===== config.mk =====
export PLATFORM = sky130hd
export DESIGN_NAME = aes_slot_scheduler
export DESIGN_NICKNAME = d
export VERILOG_FILES = /design/src/rtl/aes_slot_scheduler_pkg.sv /design/src/rtl/aes_slot_scheduler_arbiter.sv /design/src/rtl/aes_slot_scheduler.sv
export SDC_FILE = /design/constraint.sdc
export NUM_CORES = 1
export LEC_CHECK = 0
export ABC_CLOCK_PERIOD_IN_PS = 3600
export BUFFER_PORTS_ARGS = -buffer_cell sky130_fd_sc_hd__buf_2
export CAP_MARGIN = 5
export CELL_PAD_IN_SITES_DETAIL_PLACEMENT = 1
export CELL_PAD_IN_SITES_GLOBAL_PLACEMENT = 1
export CORE_ASPECT_RATIO = 0.7
export CORE_MARGIN = 1
export CORE_UTILIZATION = 46
export CTS_CLUSTER_DIAMETER = 60
export DETAILED_ROUTE_END_ITERATION = 10
export PLACE_DENSITY = 0.75
export SLEW_MARGIN = 30
export SYNTH_ARGS = -nofsm -noshare
export SYNTH_HDL_FRONTEND = slang
export SYNTH_HIERARCHICAL = 1
export SYNTH_SLANG_ARGS = --single-unit
export TNS_END_PERCENT = 100

===== constraint.sdc =====
create_clock -name clk -period 3.6 [get_ports clk]
set_clock_uncertainty 0.2 [all_clocks]
set_input_delay 0.54 -clock clk [delete_from_list [all_inputs] [get_ports clk]]
set_output_delay 0.54 -clock clk [all_outputs]
set_load 0.02 [all_outputs]

===== src/rtl/aes_slot_scheduler_pkg.sv =====
// Shared constants and helpers for the AES-128 slot scheduler.
// Contents:
//   AES_ROUNDS              rounds per AES-128 block
//   RND_LOAD/FINAL/DRAIN    per-slot round encodings (load visit, final round, retire)
//   rcon()                  round constant for rounds 1..10 (0 elsewhere)
package aes_slot_scheduler_pkg;

    localparam int unsigned AES_ROUNDS = 10;

    localparam logic [3:0] RND_LOAD  = 4'd1;
    localparam logic [3:0] RND_FINAL = 4'd10;
    localparam logic [3:0] RND_DRAIN = 4'd11;

    // AES key-schedule round constant for round r (1-based)
    function automatic logic [7:0] rcon(input logic [3:0] rnd);
        logic [7:0] r;
        case (rnd)
            4'd1:    r = 8'h01;
            4'd2:    r = 8'h02;
            4'd3:    r = 8'h04;
            4'd4:    r = 8'h08;
            4'd5:    r = 8'h10;
            4'd6:    r = 8'h20;
            4'd7:    r = 8'h40;
            4'd8:    r = 8'h80;
            4'd9:    r = 8'h1B;
            4'd10:   r = 8'h36;
            default: r = 8'h00;
        endcase
        return r;
    endfunction

endpackage


===== src/rtl/aes_slot_scheduler_arbiter.sv =====
// Round-robin arbiter: picks the lowest-index active request at or above ptr,
// wrapping to the lowest active request below ptr.
// Ports:
//   req        in   N_REQ   request vector
//   ptr        in   IDX_W   round-robin start index (0..N_REQ-1)
//   gnt_c      out  N_REQ   one-hot grant (zero if no request)
//   gnt_idx_c  out  IDX_W   index of granted request
//   gnt_any_c  out  1       at least one request active
module aes_rr_arbiter #(
    parameter  int unsigned N_REQ = 4,
    localparam int unsigned IDX_W = (N_REQ > 1) ? $clog2(N_REQ) : 1
) (
    input  logic [N_REQ-1:0] req,
    input  logic [IDX_W-1:0] ptr,
    output logic [N_REQ-1:0] gnt_c,
    output logic [IDX_W-1:0] gnt_idx_c,
    output logic             gnt_any_c
);

    logic [N_REQ-1:0] mask_hi;
    logic [N_REQ-1:0] cand;
    logic             found;

    // Requests at/above ptr take priority; fall back to the full vector on wrap
    always_comb begin
        mask_hi = '0;
        for (int unsigned i = 0; i < N_REQ; i++) begin
            mask_hi[i] = (IDX_W'(i) >= ptr);
        end
        cand = ((req & mask_hi) != '0) ? (req & mask_hi) : req;
    end

    // Lowest set bit of the candidate vector
    always_comb begin
        gnt_c     = '0;
        gnt_idx_c = '0;
        found     = 1'b0;
        for (int unsigned i = 0; i < N_REQ; i++) begin
            if (!found && cand[i]) begin
                found     = 1'b1;
                gnt_c[i]  = 1'b1;
                gnt_idx_c = IDX_W'(i);
            end
        end
        gnt_any_c = |req;
    end

endmodule


===== src/rtl/aes_slot_scheduler.sv =====
// Time-slot scheduler for a fully pipelined masked AES-128 core. The round
// loop holds SBOX_LATENCY interleaved blocks, one per pipeline stage; slot_ptr
// names the slot currently entering stage 0. Free slots are filled round-robin
// from N_REQ requesters, and each busy slot's round counter drives the core
// key/Rcon/final controls until the block retires with its requester tag.
// Ports:
//   clk, rst     clock, asynchronous active-high reset
//   req_valid    per-requester block ready
//   req_ready    one-hot grant (block loaded this cycle)
//   core_load    stage 0 takes a new block, core_sel selects the requester
//   core_rcon    Rcon for the slot entering stage 0
//   core_final   slot entering stage 0 runs the final round
//   core_keyen   advance round key of the slot entering stage 0
//   res_valid    one-cycle pulse, finished ciphertext at core output
//   res_tag      requester index of the finished block
//   idle         no slot busy
module aes_slot_scheduler
    import aes_slot_scheduler_pkg::*;
#(
    parameter  int unsigned SBOX_LATENCY = 5,
    parameter  int unsigned N_REQ        = 4,
    parameter  int unsigned N_ROUNDS     = AES_ROUNDS,
    localparam int unsigned IDX_W        = (N_REQ > 1) ? $clog2(N_REQ) : 1,
    localparam int unsigned SLOT_W       = (SBOX_LATENCY > 1) ? $clog2(SBOX_LATENCY) : 1
) (
    input  logic             clk,
    input  logic             rst,
    input  logic [N_REQ-1:0] req_valid,
    output logic [N_REQ-1:0] req_ready,
    output logic             core_load,
    output logic [IDX_W-1:0] core_sel,
    output logic [7:0]       core_rcon,
    output logic             core_final,
    output logic             core_keyen,
    output logic             res_valid,
    output logic [IDX_W-1:0] res_tag,
    output logic             idle
);

    // AES-128 always runs 10 rounds; a different N_ROUNDS only moves the markers
    localparam logic [3:0] RND_FIN = (N_ROUNDS == AES_ROUNDS) ? RND_FINAL : 4'(N_ROUNDS);
    localparam logic [3:0] RND_DRN = (N_ROUNDS == AES_ROUNDS) ? RND_DRAIN : 4'(N_ROUNDS + 1);
    localparam logic [SLOT_W-1:0] SLOT_LAST = SLOT_W'(SBOX_LATENCY - 1);
    localparam logic [IDX_W-1:0]  REQ_LAST  = IDX_W'(N_REQ - 1);

    logic [SLOT_W-1:0]       slot_ptr_q, slot_ptr_d;
    logic [SBOX_LATENCY-1:0] busy_q, busy_d;
    logic [3:0]              rnd_q [SBOX_LATENCY];
    logic [3:0]              rnd_d [SBOX_LATENCY];
    logic [IDX_W-1:0]        tag_q [SBOX_LATENCY];
    logic [IDX_W-1:0]        tag_d [SBOX_LATENCY];
    logic [IDX_W-1:0]        rr_ptr_q, rr_ptr_d;

    logic [N_REQ-1:0]        gnt_c;
    logic [IDX_W-1:0]        gnt_idx_c;
    logic                    gnt_any_c;

    logic                    cur_busy;
    logic [3:0]              cur_rnd;
    logic [IDX_W-1:0]        cur_tag;
    logic                    slot_free;

    aes_rr_arbiter #(
        .N_REQ (N_REQ)
    ) u_arb (
        .req       (req_valid),
        .ptr       (rr_ptr_q),
        .gnt_c     (gnt_c),
        .gnt_idx_c (gnt_idx_c),
        .gnt_any_c (gnt_any_c)
    );

    // Visit decode for the slot at slot_ptr, plus next-state for all slot state
    always_comb begin
        slot_ptr_d = (slot_ptr_q == SLOT_LAST) ? '0 : slot_ptr_q + SLOT_W'(1);
        busy_d     = busy_q;
        rnd_d      = rnd_q;
        tag_d      = tag_q;
        rr_ptr_d   = rr_ptr_q;

        req_ready  = '0;
        core_load  = 1'b0;
        core_sel   = '0;
        core_rcon  = 8'h00;
        core_final = 1'b0;
        core_keyen = 1'b0;
        res_valid  = 1'b0;
        res_tag    = '0;

        cur_busy   = busy_q[slot_ptr_q];
        cur_rnd    = rnd_q[slot_ptr_q];
        cur_tag    = tag_q[slot_ptr_q];
        slot_free  = !cur_busy;

        if (cur_busy) begin
            if (cur_rnd == RND_DRN) begin
                // Block has left the final round: report it and free the slot
                res_valid          = 1'b1;
                res_tag            = cur_tag;
                busy_d[slot_ptr_q] = 1'b0;
                slot_free          = 1'b1;
            end else begin
                core_keyen         = 1'b1;
                core_rcon          = rcon(cur_rnd);
                core_final         = (cur_rnd == RND_FIN);
                rnd_d[slot_ptr_q]  = cur_rnd + 4'd1;
            end
        end

        // A slot retiring this visit is refilled in the same cycle
        if (slot_free && gnt_any_c) begin
            req_ready          = gnt_c;
            core_load          = 1'b1;
            core_sel           = gnt_idx_c;
            core_keyen         = 1'b1;
            core_rcon          = rcon(RND_LOAD);
            busy_d[slot_ptr_q] = 1'b1;
            rnd_d[slot_ptr_q]  = RND_LOAD + 4'd1;
            tag_d[slot_ptr_q]  = gnt_idx_c;
            rr_ptr_d           = (gnt_idx_c == REQ_LAST) ? '0 : gnt_idx_c + IDX_W'(1);
        end
    end

    // Slot state registers
    always_ff @(posedge clk or posedge rst) begin
        if (rst) begin
            slot_ptr_q <= '0;
            busy_q     <= '0;
            rr_ptr_q   <= '0;
            for (int unsigned s = 0; s < SBOX_LATENCY; s++) begin
                rnd_q[s] <= '0;
                tag_q[s] <= '0;
            end
        end else begin
            slot_ptr_q <= slot_ptr_d;
            busy_q     <= busy_d;
            rr_ptr_q   <= rr_ptr_d;
            rnd_q      <= rnd_d;
            tag_q      <= tag_d;
        end
    end

    assign idle = ~|busy_q;

endmodule


# Word-level counts from Yosys, hierarchy flattened
# Memories as Yosys holds them, arrays and structs flattened.
# Cells that the tools add are included.
# word_totals
regBits	40
rom_bits	128
output_inout_bits	21
word_cells	102
mem_count	1
# op_classes
addsub	3
order_cmp	8
eq_ne	4
n_mux	51
bitwise	8
n_reduce_logical	14
# mem_list
memory	depth	word_bits	read_ports	rd_ports_with_merged_regs	wr	line_no	text
(no name shown)	16	8	1	0	0	aes_slot_scheduler_pkg.sv:17	case (rnd)
# op_table
op	count
2-to-1 mux 20 bit	3
2-to-1 mux 8 bit	3
bitwise mux 20 bit	1
2-to-1 mux 4 bit	5
2-to-1 mux 1 bit	19
2-to-1 mux 2 bit	9
bitwise AND 15 bit	1
2-to-1 mux 5 bit	3
inverter 15 bit	1
binary-select mux 4 bit (select 3 bit)	1
demux 4 bit (select 3 bit)	1
bitwise mux 10 bit	1
OR 5 bit	2
equality test 4 bit, second input constant	2
binary-select mux 2 bit (select 3 bit)	1
demux 2 bit (select 3 bit)	1
logical AND 1 bit	6
bitwise AND 5 bit	1
zero test 1 bit	5
inverter 5 bit	1
OR reduction 5 bit	1
adder 4 x 1 -> 4 bit, second input constant	1
bitwise AND 4 bit	1
>= comparator 1 x 2 -> 1 bit, first input constant	2
other kinds (15)	16

# Logic depth before layout (Yosys ltp)
# depth
depth_word	16
ltp_mapped	12
mapped_depth_nobuf	9

# Cells and area by module
# The synthesis kept the hierarchy.
# by_module_without_submodules
module	n_inst	cells_each	area_per_inst_um2	seq_area_each_um2
aes_slot_scheduler	1	229	2418.6	1001.0
aes_rr_arbiter	1	32	200.2	0.0

# Worst setup path after synthesis
# No wires, ideal clock.
# synth_timing
path_type	register -> output
from	reg slot_ptr_q[1]
to	out core_rcon[1]
arrival_ns	2.583
required_time_ns	2.860
path_slack_ns	0.277
stages_incl_launch_ff	12
path_cell_list	dfrtp_1 -> buf_4 -> buf_2 -> nand2b_1 -> o32ai_1 -> a21oi_1 -> inv_1 -> ha_1 -> o2111ai_4 -> nand2_4 -> buf_2 -> nor3_1
# synth_via
elab_chain_len	9
word_cells_on_any_way	15
# synth_rtl
element	line_no	text
start: declaration	aes_slot_scheduler.sv:46	logic [SLOT_W-1:0] slot_ptr_q, slot_ptr_d;
start signal: assignment	aes_slot_scheduler.sv:135	slot_ptr_q <= slot_ptr_d;
branches (longest 8 deep; another with memory read (16 x 8 bit))	--	
2-to-1 mux 8 bit (*)	aes_slot_scheduler.sv:111	if (slot_free && gnt_any_c) begin
end: declaration	aes_slot_scheduler.sv:32	output logic [7:0] core_rcon,
# Every way passes the cells marked *. The select of a mux whose other input is x is not followed.

# Final worst setup path
# layout_timing
from	reg slot_ptr_q[1]
to	out core_rcon[2]
# The elaborated chain is that of the path after synthesis.

==> results.yml <==
timing:
  min_period_ns: 3.32
  setup_ws_ns: 0.276
  timing.fmax_mhz: 301
  setup_tns_ns: 0
  tightest_slew_ns: 0.884
  period_share_pct: 92.3
  finalSetupViolCount: 0
  max_slew_margin_pct: 40.6
  rsz0062_at_grt: "false"
  slew_viol_final: 0
  hold_viol_final: 0
setup_path:
  crit_arrival_ns: 2.58
  worstPathRequired_ns: 2.86
  r2r_slack_ns: 0.85
  worstPathMaxFanout: 11
  path_class: "register to output port"
  critPathLaunch: "slot_ptr_q[1]"
  critPathCaptureType: "output port"
  crit_path_end: "core_rcon[2]"
  reg2reg_depth: 7
  r2r-end: "tag_q[2]"
  crit_path_start_kind: "register"
  r2r_start: "slot_ptr_q[0]"
power:
  vdd_drop_max_v: 0.000395
  power.total_mw: 2.09
  power.density_nw_per_um2: 724
  power_leakage_nw: 1.35
worst_hold_path:
  hp-class: "primary input to asynchronous set/reset pin"
route:
  post-route-drc-count: 0
  routed_wl_mm: 6.68
  wl_per_cell_um: 18.5
  drtAntennaViolNets: 0
  viasPerCell: 5.77
  drt-initial-drc-count: 93
  dr_total_vias: 2089
  drt_first_pass_iters: 4
logic_synthesis:
  synth_seq_area_share_pct: 38.2
  synth_commonest_cells: "dfrtp_1, nor2_1, inv_1, nand2_1, a21oi_1"
  synth_edf_count: 0
  ys_types: 57
  synth_top_cell_by_area: "dfrtp_1"
  synth_most_common_cell: "dfrtp_1"
  synth_nets: 276
  syn-cell-area_sq_um: 2620
  async_flop_share_pct: 100
  yosys_warnings: 6
  synthTopCellsByArea: "dfrtp_1, mux2_1, ha_1, o2bb2ai_1, nor2_1"
  yosys.area_share.simple_pct: 17.5
  synth_xor_area_share_pct: 0
  synth_top_family_by_area: "compound AO/OA/AOI/OAI gates"
  synth.mux.area_fraction_pct: 10.2
  synth-adder-area-share_pct: 4.30
  synthCells: 261
  synth.ff_latch_count: 40
  synth_top_area_share_pct: 38.2
  synth-compound-area-share_pct: 22.6
  synth_area_per_cell_sq_um: 10.0
  synthFlopType: "dfrtp_1"
cells_and_area:
  diodes: 0
  post_layout_nonfiller_instances: 362
  drive_gt1_share_pct: 26.2
  syn2layout_area_growth_pct: 10.6
  nets: 304
  final_cell_area_sq_um: 2900
die:
  initial_core_util_pct: 48.8
  fp.coreArea_sq_um: 5370
  die_y_um: 65.1
  fp.dieW_um: 92.2
  num_rows: 22
  ios: 27
  die_area_sq_um: 6000
placed_design:
  place_ws_ns: 0.423
  hpwl_mm: 5.01
  place_inst: 354
  gp_congestion: 0.900
  io_buffers: 26
  postPlaceCellArea_sq_um: 2800
clock_network:
  root_buffer: "clkbuf_8"
  clock_latency_ns: 0.30
  clk_path_buf_depth: 2
  cts_num_sinks: 40
  tritoncts: "yes"
  postCtsSetupBuffers: 0
  h-tree-depth: 2
  clk_pin_slew_ns: 0.09
  numCtsBuffers: 5
global_route:
  grt_pass1_wl_mm: 11.1
  grt_max_degree: 41
  grt.total_usage_pct: 24.4
  grt_remaining_overflow: 0
  grt_pass1_vias: 2049
  grt_antenna_before_repair: 0
outcome:
  status: "complete, no violations"
job:
  maxCapViolCount: 0
logic make-up after synthesis:
group / count (synthesis)
mux: 24
fa+ha+maj: 9
buf+inv: 34
compound gates: 74
flops: 40
simple gates: 80
registers in the layout, summed over array words and instances, names as in the netlist:
name        count
busy_q          5
slot_ptr_q      3
tag_q          10
rnd_q          20
rr_ptr_q        2
area by class of cell:
class / instances / area [sq um]
Multi-Input combinational cell: 187 / 1430
Clock inverter: 2 / 10.0
Inverter: 19 / 71.3
Tap cell: 72 / 90.1
Fill cell: 617 / 2470
Clock buffer: 6 / 82.6
Sequential cell: 40 / 1000
Timing Repair Buffer: 36 / 205
routing by layer:
layer  GRT usage, %  part of all wire, %  vias to the layer above
met5              0                    0                        -
met4           5.86                 0.67                        0
met3           3.82                  2.6                        5
met2           36.3                   44                       27
met1           37.0                   52                     1057
li1               -                    -                     1000
worst min path at each step:
stage | startpoint | to | slack, ns | cells after the start
after floorplan | rnd_q[7] | rnd_q[7] | 0.25 | 1
after global placement | rnd_q[12] | rnd_q[12] | 0.27 | 1
after detailed placement | rnd_q[12] | rnd_q[12] | 0.28 | 1
after CTS | rst | busy_q[3] | 0.17 | 3
after global routing | rst | busy_q[3] | 0.21 | 3
final | rst | busy_q[3] | 0.15 | 3
stage by stage:
stage | utilization [%] | hold slack, ns
final | 53.9 | 0.154
after global routing | 53.9 | 0.214
after CTS | 53.8 | 0.171
after detailed placement | 52.1 | 0.276
after global placement | 52.1 | 0.274
after floorplan | - | 0.251
power breakdown:
| group | switching (mW) | internal, mW |
|---|---|---|
| logic | 0.583 | 0.418 |
| clock network | 0.164 | 0.153 |
| registers | 0.140 | 0.637 |
placed cells by master, fill, tap and decap left out, types with 3 or more instances in the layout:
cell	Yosys	routed
a21oi_1	14	14
a22o_1	6	6
a22oi_1	8	8
and3_1	10	10
buf_2	4	26
buf_4	2	10
clkbuf_8	0	6
dfrtp_1	40	38
ha_1	9	8
inv_1	18	18
mux2_1	13	13
mux2i_1	7	7
nand2_1	18	18
nand2b_1	3	3
nand3_2	4	4
nand3b_1	5	5
nor2_1	19	19
nor3_1	6	6
o21ai_0	8	8
o21ai_1	3	3
o21ai_2	5	5
o2bb2ai_1	11	11
critical path, cell delays in order, from the launching register on:
cell and delay [ns]:
dfrtp_1 0.56, buf_4 0.26, inv_1 0.15, a211oi_2 0.35
nor2_1 0.20, and2b_1 0.33, nand3b_1 0.11, a21boi_1 0.15
buf_2 0.18
repair_timing:
item,CTS,global route
hold buffers,0,0
hold endpoints to repair,0,0
setup endpoints to repair,0,15
resized for setup,0,3
(Power assumes the default switching activity.)
